===== src/rtl/input_pkg.sv =====
// Shared board-level constants for the pushbutton/switch debouncer: timing,
// input polarity and the channel index map.
package input_pkg;

  localparam int CLOCK_HZ    = 50_000_000;
  localparam int DEBOUNCE_MS = 10;

  function automatic int cycles_for_ms(input int clk_hz, input int ms);
    return (clk_hz / 1000) * ms;
  endfunction

  localparam int DEFAULT_STABLE_CYCLES = cycles_for_ms(CLOCK_HZ, DEBOUNCE_MS);

  localparam int NUM_KEYS     = 2;
  localparam int NUM_SWITCHES = 4;
  localparam int NUM_CHANNELS = NUM_KEYS + NUM_SWITCHES;

  // DE0-Nano-SoC keys pull low when pressed; slide switches read high when on.
  localparam logic [NUM_KEYS-1:0]     KEY_INVERT     = 2'b11;
  localparam logic [NUM_SWITCHES-1:0] SW_INVERT      = 4'b0000;
  localparam logic [NUM_CHANNELS-1:0] DEFAULT_INVERT = {SW_INVERT, KEY_INVERT};

  localparam int KEY0 = 0;
  localparam int KEY1 = 1;
  localparam int SW0  = 2;
  localparam int SW1  = 3;
  localparam int SW2  = 4;
  localparam int SW3  = 5;

endpackage


===== src/rtl/debounce_channel.sv =====
// One debounced input: two-flop synchronizer, stability counter, clean level
// and registered one-cycle rise/fall pulses.
//
//   state    | meaning
//   ---------+-------------------------------------------------------------
//   STABLE   | counter = 0, synchronized sample agrees with level
//   SETTLING | counter > 0, sample has disagreed for counter cycles in a row
module debounce_channel
  import input_pkg::*;
#(
  parameter int   STABLE_CYCLES = DEFAULT_STABLE_CYCLES,
  parameter logic INVERT_BIT    = 1'b0
) (
  input  logic clock_50,
  input  logic reset,
  input  logic raw_in,
  output logic level,
  output logic rise,
  output logic fall
);

  localparam int CW = $clog2(STABLE_CYCLES);
  localparam logic [CW-1:0] TERM = CW'(STABLE_CYCLES - 1);

  localparam logic [0:0] ST_STABLE   = 1'b0;
  localparam logic [0:0] ST_SETTLING = 1'b1;

  logic          sync1;
  logic          sync2;
  logic          sample;
  logic [CW-1:0] counter;
  logic [0:0]    state;

  assign sample = sync2 ^ INVERT_BIT;

  always_ff @(posedge clock_50) begin
    if (reset) begin
      // Synchronizer preloads the inactive pin level so it reads as logical 0.
      sync1   <= INVERT_BIT;
      sync2   <= INVERT_BIT;
      level   <= 1'b0;
      rise    <= 1'b0;
      fall    <= 1'b0;
      counter <= '0;
      state   <= ST_STABLE;
    end else begin
      sync1 <= raw_in;
      sync2 <= sync1;
      rise  <= 1'b0;
      fall  <= 1'b0;
      case (state)
        ST_STABLE: begin
          if (sample != level) begin
            counter <= CW'(1);
            state   <= ST_SETTLING;
          end
        end
        ST_SETTLING: begin
          if (sample == level) begin
            counter <= '0;
            state   <= ST_STABLE;
          end else if (counter == TERM) begin
            level   <= sample;
            rise    <= sample;
            fall    <= ~sample;
            counter <= '0;
            state   <= ST_STABLE;
          end else begin
            counter <= counter + CW'(1);
          end
        end
        default: begin
          counter <= '0;
          state   <= ST_STABLE;
        end
      endcase
    end
  end

endmodule


===== src/rtl/input_debouncer.sv =====
// Debounces the raw key/switch pins into clean levels and edge pulses for the
// main top-level logic; one independent debounce_channel per pin.
module input_debouncer
  import input_pkg::*;
#(
  parameter int               WIDTH         = NUM_CHANNELS,
  parameter int               STABLE_CYCLES = DEFAULT_STABLE_CYCLES,
  parameter logic [WIDTH-1:0] INVERT        = DEFAULT_INVERT
) (
  input  logic             clock_50,
  input  logic             reset,
  input  logic [WIDTH-1:0] raw_in,
  output logic [WIDTH-1:0] level,
  output logic [WIDTH-1:0] rise,
  output logic [WIDTH-1:0] fall
);

  for (genvar i = 0; i < WIDTH; i++) begin : g_ch
    debounce_channel #(
      .STABLE_CYCLES (STABLE_CYCLES),
      .INVERT_BIT    (INVERT[i])
    ) u_ch (
      .clock_50 (clock_50),
      .reset    (reset),
      .raw_in   (raw_in[i]),
      .level    (level[i]),
      .rise     (rise[i]),
      .fall     (fall[i])
    );
  end

endmodule


===== config.mk =====
export PLATFORM = sky130hd
export DESIGN_NAME = input_debouncer
export DESIGN_NICKNAME = d
export VERILOG_FILES = /design/src/rtl/input_pkg.sv /design/src/rtl/debounce_channel.sv /design/src/rtl/input_debouncer.sv
export SDC_FILE = /design/constraint.sdc
export NUM_CORES = 1
export LEC_CHECK = 0
export CORE_MARGIN = 2
export CORE_UTILIZATION = 50
export CTS_CLUSTER_DIAMETER = 60
export DETAILED_ROUTE_END_ITERATION = 8
export GPL_TIMING_DRIVEN = 0
export PLACE_DENSITY = 0.73
export SLEW_MARGIN = 10
export SYNTH_ARGS = -nofsm -noshare
export SYNTH_HDL_FRONTEND = slang
export SYNTH_HIERARCHICAL = 1
export SYNTH_SLANG_ARGS = --single-unit

===== constraint.sdc =====
create_clock -name clock_50 -period 2.4 [get_ports clock_50]
set_input_delay 0.24 -clock clock_50 [delete_from_list [all_inputs] [get_ports clock_50]]
set_output_delay 0.24 -clock clock_50 [all_outputs]
set_load 0.03 [all_outputs]

# == After elaboration in Yosys (flattened, before gate mapping) ==
# Index checks and enable logic that the tools add are counted.
# Widths: inputs -> output; s select.
# totals
register_bits,150
word_cells,156
# op_classes
addsub,6
n_eq_ne,24
mux,48
bitwise_logic,24
reduce_logical,12
# op_table
op,count
$mux 19,18
$pmux 19 s2,6
$add 19x1->19 const B,6
$eq 19x19->1 const B,6
$not 1->1,24
$reduce_or 4->1,6
$mux 1,18
$reduce_and 3->1,6
$ne 2x1->1 const B,6
$pmux 1 s2,6
$eq 1x1->1,6
$ne 1x1->1,6

# == Logic depth before layout (Yosys ltp) ==
# Gate-level depths: netlist (run 1).
# depth
word_depth,4
depth_mapped,8
ltp_nobuf,6

# == Hierarchy ==
# The synthesis (run 1) kept the hierarchy.
# by_module_without_submodules
mod,instances,cells_each,area_per_inst_um2
debounce_channel (g_ch[2].u_ch ...),4,139,1282.5
debounce_channel (g_ch[0].u_ch ...),2,142,1204.9

# == Worst setup path before layout (run 1) ==
# OpenSTA, ideal clock, no wires.
# synth_timing
kind,register -> register
from,register g_ch[2].u_ch.counter[10]
to,register g_ch[2].u_ch.counter[15]
setup_time_ns,0.120
arrival_time_ns,1.838
t_required_ns,2.280
slack_ns,0.442
stages_incl_launch_ff,7
path_buffers,1
synth_period_minus_slack_ns,1.958
cell_sequence,dfxtp_1 buf_6 or4b_4 nor4_4 a21oi_2 and3_1 o31a_1
# synth_via
elab_chain_cells,4
elab_cells_between_ends,5
# synth_lines
item,line,text
start: declaration,debounce_channel.sv:31,logic [CW-1:0] counter;
start signal: assignment,debounce_channel.sv:69,counter <= counter + CW'(1);
$add 19x1->19 / $eq 19x19->1 (equally long branches),"debounce_channel.sv:69, debounce_channel.sv:62",
$mux 19 (*),debounce_channel.sv:62,end else if (counter == TERM) begin
$mux 19 (*),debounce_channel.sv:59,if (sample == level) begin
$pmux 19 s2 (*),debounce_channel.sv:51,case (state)
# Mark *: on every way between the ends. The rest lies on a longest branch, timed or not.
# A chain may end at the register's enable or synchronous reset.

# == Worst setup path in the final report (run 1) ==
# layout_timing
from,register g_ch[3].u_ch.counter[0]
to,register g_ch[3].u_ch.counter[18]
# layout_via
elab_chain_cells,4
elab_cells_between_ends,5
# layout_lines
item,line
start: declaration,debounce_channel.sv:31
start signal: assignment,debounce_channel.sv:69
$add 19x1->19 / $eq 19x19->1 (equally long branches),"debounce_channel.sv:69, debounce_channel.sv:62"
$mux 19 (*),debounce_channel.sv:62
$mux 19 (*),debounce_channel.sv:59
$pmux 19 s2 (*),debounce_channel.sv:51
# Marked as above.

==> results of run 1 <==
critical path: cells and delay by family (launching register included):
family / cells / cell delay [ns]
AO/OA/AOI/OAI: 2 / 0.40
adder cells (fa/ha/maj): 1 / 0.26
flip-flops: 1 / 0.43
AND/OR/NAND/NOR: 3 / 1.03
power groups by stage:
stage / combinational (mW) / sequential, mW / clock [mW]
final: 0.162 / 2.53 / 2.74
after floorplan: 0.112 / 2.58 / 0
after global placement: 0.159 / 2.58 / 0
after global routing: 0.181 / 2.53 / 2.91
after detailed placement: 0.159 / 2.58 / 0
after CTS: 0.161 / 2.53 / 2.80
synth_stat cells (6+ instances only):
library cell / number
nand2_1: 66
a21o_1: 14
nand4_1: 44
nor4_4: 6
nor2b_1: 8
a21oi_2: 6
nand4b_1: 6
o21ai_0: 18
nand3b_1: 6
nor3_1: 22
buf_2: 8
a31oi_1: 54
and3_1: 20
or3b_2: 8
a22o_1: 30
a21oi_1: 58
dfxtp_1: 150
or4b_4: 6
nor3b_1: 6
nand3_1: 48
nor2_1: 66
ha_1: 6
buf_6: 12
xnor2_1: 14
xor2_1: 12
clkbuf_1: 12
nand2b_1: 14
mux2i_1: 14
nor4b_1: 8
and3_2: 8
and4_1: 10
inv_1: 20
worst max-delay path by stage:
stage / start / to / slack, ns
floorplan: g_ch[2].u_ch/counter[10] / g_ch[2].u_ch/counter[15] / 0.44
global placement: reset / g_ch[1].u_ch/counter[13] / -0.26
global route: g_ch[4].u_ch/counter[0] / g_ch[4].u_ch/counter[18] / 0.03
detailed placement: reset / g_ch[1].u_ch/counter[16] / -0.29
CTS: g_ch[0].u_ch/counter[0] / g_ch[0].u_ch/counter[18] / 0.12
finish: g_ch[3].u_ch/counter[0] / g_ch[3].u_ch/counter[18] / 0.17
what timing repair did:
action	4_1_cts	5_1_grt
hold endpoints to repair	0	0
gates resized for setup	1	2
endpoints found under the setup margin	1	4
sequential cells by signal, indices dropped and copies added (netlist names):
register and count:
g_ch.u_ch/sync2 2, g_ch.u_ch/rise 6, g_ch.u_ch/counter 114, g_ch.u_ch/state 6, g_ch.u_ch/sample 4, g_ch.u_ch/sync1 6, g_ch.u_ch/fall 6, g_ch.u_ch/level 6
through the flow:
| step | total power, mW | hold WS [ns] | util, % | cell area [sq um] | TNS (ns) |
|---|---|---|---|---|---|
| after floorplan | 2.69 | 0.344 | - | 7540 | 0 |
| after global routing | 5.62 | 0.356 | 59.0 | 8640 | 0 |
| after global placement | 2.74 | 0.391 | 54.8 | 8020 | -8.39 |
| final | 5.42 | 0.370 | 59.0 | 8640 | 0 |
| after CTS | 5.49 | 0.352 | 59.0 | 8640 | 0 |
| after detailed placement | 2.74 | 0.394 | 54.8 | 8020 | -8.50 |
cell type report:
cell class              count  area share [%]
multi-input cells         630            47.0
flip-flops and latches    150            34.7
clock inverters            13            2.00
clock buffers              18            5.08
repair buffers             25            2.92
well taps                 184            2.66
plain buffers              40            4.69
inverters                  20           0.868
kinds of logic after synthesis:
family	share of synthesized area [%]
AOI/OAI and AO/OA	18.1
xor gates and xnor gates	3.02
adders and majority gates	0.996
buffers and inverters	6.37
DFF	39.8
muxes	1.86
and+or+nand+nor	29.8
per-layer routing:
layer	routed length [um]	vias to the layer above	global-route usage, %
met2	6850	152	30.1
met5	0	-	0
met4	282	0	7.63
li1	-	3250	-
met3	826	26	5.10
met1	7790	2958	27.7
==> impl_metrics.csv, run 1 <==
group,metric,value,unit
status,outcome,"complete, no violations",
floorplanning,die_h,127,um
cells_and_area,fill_cells,1282,
synth,ys_seq_area_share,39.8,%
grt,grt_usage,20.0,%
timing,hold_viol_final,0,
critical_path,crit_type,"flip-flop to flip-flop",
placed_design,io_buffers,25,
clocking,htree_levels,4,
critical_path,cpMaxStageDelayCell,"nor3_1",
synth,yosysTopAreaCellShare,39.8,%
timing,period_minus_slack,2.23,ns
synth,synth_top_cells_by_area,"dfxtp_1 40%, a31oi_1 4.5%, a21oi_1 3.8%, nand4_1 3.7%, a22o_1 3.5%",
cells_and_area,seqCellArea,3000,sq um
critical_path,worstSetupStartpointType,"flip-flop",
clocking,clockRootBuffer,"clkbuf_16",
hold_path,hold_depth,2,
pwr,p_clk_share,50.4,%
grt,grt_pass1_wl,27000,um
pwr,vdd_drop_max,0.546,mV
floorplanning,die_area,16100,sq um
floorplanning,start_util,51.5,%
route,dr.pass1.iters,6,
cells_and_area,antenna_cells,0,
synth,synth_seq_cells,150,
floorplanning,core,14600,sq um
route,num_vias,6386,
clocking,cts_inserted_buffers,17,
pwr,powerDensity,627,nW/um^2
synth,synth_edf_count,0,
synth,syn_inst,840,
pwr,seqPwrFrac,46.6,%
critical_path,r2r_setup_slack,0.17,ns
synth,yosys_warnings,6,
cells_and_area,multiInputGateArea,4070,sq um
grt,grt_pass1_vias,5757,
synth,synthFlopType,"dfxtp_1",
clocking,clockBufferDepth,2,
clocking,path_clk_slew,0.06,ns
clocking,cts_tree,"done",
clocking,cts.sinks,150,
grt,grt_max_degree,17,
synth,syn_area,7540,sq um
timing,grt_setup_unrepaired,"no",
cells_and_area,syn_to_final_growth,14.7,%
run,drv_cap,0,
cells_and_area,nets,898,
placed_design,hpwl,10500,um
floorplanning,rows,44,
pwr,p_switching,1.18,mW
timing,worst_slew_pin_slew,1.20,ns
route,routedWlPerCell,14.6,um
critical_path,cpMostUsedCell,"nand4_1",
cells_and_area,drive_gt1_share,12.8,%
critical_path,reg2reg_from,"g_ch[3].u_ch/counter[0]",
cells_and_area,layout_common_cells,"150 x dfxtp_1, 66 x nand2_1, 66 x nor2_1, 58 x a21oi_1, 54 x a31oi_1",
timing,layout_setup_ws,0.175,ns
pwr,p_int,4.24,mW
route,post_drt_via_cell_ratio,5.91,
critical_path,r2r-end,"g_ch[3].u_ch/counter[18]",
timing,finalCritPeriodShare,92.7,%
synth,yosysUniqueCellTypes,48,
grt,grt_overflow,0,
timing,slew_viol_final,0,
critical_path,cp_max_fo,6,
floorplanning,die_x,127,um
pwr,combPwrFrac,3.0,%
critical_path,crit_chain,"ha_1 > nand4_1 > nor3_1 > nand4_1 > a21o_1 > a22o_1",
hold_path,min_from,"raw_in[0]",
timing,fmax,0.449,GHz
grt,grt_antenna_before_repair,0,
timing,fin_skew,0.00680,ns
route,wirelength,15700,um
timing,final-setup-viol-count,0,
synth,async_flop_share,0,%
synth,syn-mean-instance-area,8.98,sq um
cells_and_area,fin_cells,1080,
critical_path,r2r_cells,6,
hold_path,worstHoldPathType,"input port to flip-flop",
timing,slew_headroom,19.4,%
floorplanning,io_pins,26,
cells_and_area,final_common_cell,"dfxtp_1",
placed_design,gp_congestion,0.796,
critical_path,worstPathArrival,2.54,ns
synth,syn-num-nets,854,
synth,yosys.area.top_type,"dfxtp_1",
route,drt_iter0_markers,325,
pwr,switching_share,21.8,%
critical_path,cpPeakStageDelay,0.60,ns
clocking,cts_setup_buffers,0,
route,drc_errors,0,
placed_design,pre_cts_ws,-0.291,ns
hold_path,min_to,"g_ch[0].u_ch/sync1",
pwr,power_leakage,3.08,nW
clocking,holdBufCountCts,0,
placed_design,place_inst,1049,
critical_path,crit_required,2.71,ns
critical_path,end_kind,"flip-flop",
clocking,insertion_delay,0.42,ns
route,drt.antenna.violating_nets,0,
Note: power is estimated with default switching activity, not from simulation.
==> run 2: changes to the inputs <==
SYNTH_HIERARCHICAL = not set   (was 1)
==> impl_metrics.csv, run 2 <==
group,metric,value,unit
floorplanning,start_util,50.9,%
pwr,power_leakage,3.04,nW
pwr,switching_share,20.2,%
cells_and_area,final_common_cell,"dfxtp_1",
critical_path,worstSetupStartpointType,"input port",
grt,grt_pass1_wl,27100,um
critical_path,r2r_setup_slack,0.20,ns
route,routedWlPerCell,14.5,um
cells_and_area,drive_gt1_share,9.53,%
clocking,path_clk_slew,0.06,ns
synth,yosysTopAreaCellShare,40.9,%
floorplanning,core,14400,sq um
floorplanning,die_x,125,um
hold_path,worstHoldPathType,"input port to flip-flop",
synth,synth_common_cells,"150 x dfxtp_1, 102 x nand2_1, 74 x nand3_1",
route,num_vias,6573,
timing,fmax,0.451,GHz
synth,synthFlopType,"dfxtp_1",
timing,hold_viol_final,0,
pwr,p_switching,1.08,mW
clocking,cts_inserted_buffers,17,
critical_path,crit_type,"input port to flip-flop",
synth,synth_edf_count,0,
floorplanning,die_area,15700,sq um
cells_and_area,syn_to_final_growth,15.2,%
run,drv_cap,0,
hold_path,min_to,"g_ch[3].u_ch.sync1",
synth,synth_top_cells_by_area,"dfxtp_1 41%, nand2_1 5.2%, nand3_1 5.0%, a31oi_1 3.6%, a21oi_1 3.5%",
critical_path,r2r_cells,6,
floorplanning,rows,44,
timing,final-setup-viol-count,0,
timing,fin_setup_tns,0,ns
synth,syn-mean-instance-area,8.37,sq um
route,drt.antenna.violating_nets,0,
hold_path,hold_depth,2,
timing,worst_slew_pin_slew,1.22,ns
synth,yosys.area.top_type,"dfxtp_1",
synth,yosysUniqueCellTypes,69,
grt,grt_overflow,0,
critical_path,reg2reg_from,"g_ch[1].u_ch.counter[0]",
synth,syn_area,7340,sq um
timing,layout_setup_ws,0.183,ns
route,drc_errors,0,
timing,slew_viol_final,0,
clocking,htree_levels,4,
placed_design,hpwl,11000,um
placed_design,gp_congestion,0.832,
grt,grt_pass1_vias,5647,
synth,ys_seq_area_share,40.9,%
grt,grt_antenna_before_repair,0,
floorplanning,io_pins,26,
critical_path,cp_max_fo,10,
clocking,clockBufferDepth,2,
cells_and_area,antenna_cells,0,
pwr,p_int,4.24,mW
pwr,powerDensity,629,nW/um^2
clocking,cts.sinks,150,
timing,period_minus_slack,2.22,ns
critical_path,crit_required,2.73,ns
grt,grt_usage,20.5,%
placed_design,io_buffers,25,
critical_path,end_kind,"flip-flop",
timing,fin_skew,0.00679,ns
timing,holdWs,0.368,ns
clocking,insertion_delay,0.42,ns
cells_and_area,layout_common_cells,"150 x dfxtp_1, 102 x nand2_1, 74 x nand3_1, 52 x a21oi_1, 44 x nor2_1",
timing,grt_setup_unrepaired,"no",
pwr,combPwrFrac,2.8,%
synth,synth_seq_cells,150,
critical_path,r2r-end,"g_ch[1].u_ch.counter[16]",
hold_path,min_from,"raw_in[3]",
synth,yosys_warnings,0,
route,wirelength,16200,um
route,dr.pass1.iters,7,
timing,finalCritPeriodShare,92.4,%
timing,slew_headroom,18.2,%
synth,synth.most_common_cell,"dfxtp_1",
critical_path,worstPathArrival,2.54,ns
pwr,p_clk_share,49.6,%
clocking,holdBufCountCts,0,
clocking,clockRootBuffer,"clkbuf_16",
synth,syn_inst,877,
route,drt_iter0_markers,509,
pwr,vdd_drop_max,0.449,mV
pwr,seqPwrFrac,47.6,%
cells_and_area,largest_reg_flops,114,
floorplanning,die_h,125,um
grt,grt_max_degree,17,
cells_and_area,largest-register,"g_ch.u_ch.counter",
status,outcome,"complete, no violations",
placed_design,pre_cts_ws,-0.253,ns
route,post_drt_via_cell_ratio,5.88,
cells_and_area,nets,937,
clocking,cts_tree,"done",
synth,async_flop_share,0,%
synth,syn-num-nets,891,
## run 2: changes by cell type after synthesis, moves of 7 or more
cell     change
a22o_1       -9
a31oi_1     -12
and3_2       -7
buf_4       +19
buf_6       -10
nand2_1     +36
nand3_1     +26
nand4_1     -14
nor2_1      -22
o21ai_0     +23
## run 2: per-stage QoR
stage               util [%]  std cells  total power [mW]  instance area [sq um]
finish                  58.6       1118              5.32                   8450
global placement        54.2       1086              2.73                   7820
detailed placement      54.2       1086              2.73                   7820
CTS                     58.2       1116              5.35                   8390
global route            58.6       1118              5.48                   8450
floorplan                  -        877              2.68                   7340
## run 2: worst max-delay path, stage by stage
cell and delay [ns]:
clkdlybuf4s50_1 0.56, clkbuf_1 0.38, nor3_1 1.04, a21oi_1 0.06, o21ai_0 0.25
## run 2: power groups by stage
stage	clock [mW]	combinational, mW	sequential [mW]
after global placement	0	0.146	2.58
after CTS	2.68	0.148	2.53
after detailed placement	0	0.148	2.58
after global routing	2.78	0.166	2.53
after floorplan	0	0.0972	2.58
final	2.64	0.149	2.53
## run 2: repair_timing
item | CTS | global route
setup endpoints to repair | 0 | 23
resized for setup | 0 | 6
buffers inserted | 0 | 2
## run 2: kinds of logic (layout without fill, tap and decap cells)
logic type	Yosys count	count (layout)	share of synthesized area, %
buf+inv	74	131	5.17
compound gates	200	200	17.6
mux	13	13	1.77
flops	150	150	40.9
simple gates	409	409	30.5
xor+xnor	25	25	2.98
fa+ha+maj	6	6	1.02
## run 2: layout make-up
class | count | area, sq um
fill | 1308 | 5970
multi-input combinational | 653 | 4000
sequential | 150 | 3000
clock buffer | 26 | 479
buffer | 51 | 293
timing repair buffer | 27 | 265
tap | 184 | 230
clock inverter | 4 | 95.1
inverter | 23 | 86.3
## run 2: worst max-delay path by stage
stage	slack, ns	endpoint	startpoint	cells after the start
after CTS	0.08	g_ch[3].u_ch.counter[18]	g_ch[3].u_ch.counter[0]	6
final	0.18	g_ch[2].u_ch.counter[7]	reset	5
after global placement	-0.28	g_ch[0].u_ch.counter[10]	reset	6
after detailed placement	-0.25	g_ch[0].u_ch.counter[9]	reset	6
after floorplan	0.47	g_ch[2].u_ch.counter[9]	g_ch[2].u_ch.counter[9]	5
after global routing	0.02	g_ch[2].u_ch.counter[7]	g_ch[2].u_ch.sample	6
## run 2: metal layers
layer | vias to the layer above | share of wire [%] | GRT usage [%]
met3 | 27 | 4.1 | 3.89
met5 | - | 0 | 0
met1 | 3061 | 49 | 29.0
met2 | 155 | 45 | 31.7
met4 | 0 | 1.7 | 7.06
li1 | 3330 | - | -
==> run 3: changes to the inputs <==
CORE_ASPECT_RATIO = 0.6   (was not set)
CTS_BUF_LIST = sky130_fd_sc_hd__clkbuf_8   (was not set)
==> impl_metrics.csv, run 3 (synthesis results as in run 2) <==
group,metric,value,unit
grt,grt_antenna_before_repair,0,
critical_path,path_depth,7,
timing,fin_skew,0.0130,ns
grt,grt_overflow,0,
placed_design,postPlaceCellArea,7840,sq um
critical_path,worstSetupStartpointType,"flip-flop",
floorplanning,rows,34,
grt,grt_pass1_wl,27900,um
critical_path,crit_type,"flip-flop to flip-flop",
critical_path,cp_max_fo,10,
critical_path,crit_required,2.72,ns
route,routedWlPerCell,15.0,um
timing,fmax,0.442,GHz
critical_path,path_delay_family,"simple AND/OR/NAND/NOR gates",
clocking,clockRootBuffer,"clkbuf_8",
grt,grt_max_degree,17,
route,drt_iter0_markers,614,
timing,final-setup-viol-count,0,
floorplanning,die_h,97.9,um
timing,hold_viol_final,0,
critical_path,end_kind,"flip-flop",
cells_and_area,fin_util,57.4,%
timing,period_minus_slack,2.26,ns
critical_path,r2r_cells,7,
run,drv_cap,0,
cells_and_area,syn_to_final_growth,12.9,%
cells_and_area,largest-register,"g_ch.u_ch.counter",
floorplanning,core,14400,sq um
floorplanning,die_x,160,um
timing,slew_viol_final,0,
grt,grt_pass1_vias,5477,
route,drt.antenna.violating_nets,0,
route,post_drt_via_cell_ratio,5.81,
timing,slew_headroom,32.5,%
cells_and_area,nets,937,
status,outcome,"complete, no violations",
route,num_vias,6594,
route,wirelength,17000,um
clocking,insertion_delay,0.45,ns
route,dr.pass1.iters,5,
timing,grt_setup_unrepaired,"no",
placed_design,gp_congestion,0.864,
floorplanning,start_util,50.9,%
timing,finalCritPeriodShare,94.4,%
floorplanning,io_pins,26,
clocking,cts_inserted_buffers,17,
clocking,path_clk_slew,0.09,ns
route,drc_errors,0,
critical_path,worstPathArrival,2.59,ns
grt,grt_usage,21.7,%
cells_and_area,largest_reg_flops,114,
critical_path,cpMaxStageDelayCell,"or4b_1",
pwr,vdd_drop_max,0.316,mV
cells_and_area,final_common_cell,"dfxtp_1",
cells_and_area,layout_common_cells,"150 x dfxtp_1, 102 x nand2_1, 74 x nand3_1, 52 x a21oi_1, 44 x nor2_1",
timing,fin_setup_tns,0,ns
timing,worst_slew_pin_slew,1.00,ns
timing,holdWs,0.342,ns
cells_and_area,fin_area,8280,sq um
critical_path,crit_buf_inv,2,
critical_path,cpPeakStageDelay,0.54,ns
hold_path,worstHoldPathType,"input port to flip-flop",
cells_and_area,drive_gt1_share,10.7,%
clocking,cts.sinks,150,
clocking,clockBufferDepth,2,
placed_design,io_buffers,25,
clocking,cts_tree,"done",
floorplanning,die_area,15700,sq um
pwr,powerDensity,551,nW/um^2
pwr,power_leakage,2.96,nW
clocking,htree_levels,4,
cells_and_area,antenna_cells,0,
critical_path,crit_chain,"or4b_1 > nor4b_2 > a21oi_1 > buf_6 > buf_2 > o21ai_0 > a31oi_1",
placed_design,hpwl,11700,um
hold_path,hold_depth,2,
-- run 3: changes by cell type in the layout (fill, tap and decap cells not counted), sizes merged --
cell      delta
clkinvlp     +2
clkinv       +5
clkbuf       -9
inv          +6
bufinv       -2
-- run 3: final timing paths --
path | from | to | slack [ns]
setup / recovery | g_ch[4].u_ch.counter[10] | g_ch[4].u_ch.counter[7] | 0.14
hold / removal | raw_in[3] | g_ch[3].u_ch.sync1 | 0.34
hold reg to reg | g_ch[0].u_ch.sync1 | g_ch[0].u_ch.sync2 | 0.41
setup reg to reg | g_ch[4].u_ch.counter[10] | g_ch[4].u_ch.counter[7] | 0.14
-- run 3: where the power goes --
group          switching [mW]  internal [mW]
clock network            1.04          0.841
registers              0.0204           2.51
logic                   0.102         0.0533
total                    1.16           3.40
-- run 3: routing by layer --
metal	routed length (um)	track usage [%]
met1	9360	35.8
met2	6460	27.5
met3	1020	4.46
met4	138	5.75
met5	0	0
-- run 3: through the flow --
step	power, mW	cells	setup slack (ns)
2_1_floorplan	2.68	877	0.475
3_3_place_gp	2.73	1100	-0.374
3_5_place_dp	2.73	1100	-0.330
4_1_cts	4.60	1132	0.0213
5_1_grt	4.73	1134	0.00917
6_report	4.56	1134	0.136
-- run 3: layout make-up --
| class | instances | area, sq um |
|---|---|---|
| multi-input cells | 653 | 4010 |
| flip-flops and latches | 150 | 3000 |
| well taps | 198 | 248 |
| plain buffers | 51 | 295 |
| clock buffers | 17 | 234 |
| repair buffers | 27 | 265 |
| clock inverters | 15 | 144 |
| fillers | 1313 | 6140 |
| inverters | 23 | 86.3 |
-- run 3: repair_timing --
action | 4_1_cts | 5_1_grt
setup buffers | 0 | 2
hold buffers | 0 | 0
pin swaps | 0 | 1
cloned | 0 | 0
resized for setup | 1 | 9
setup endpoints to repair | 1 | 36
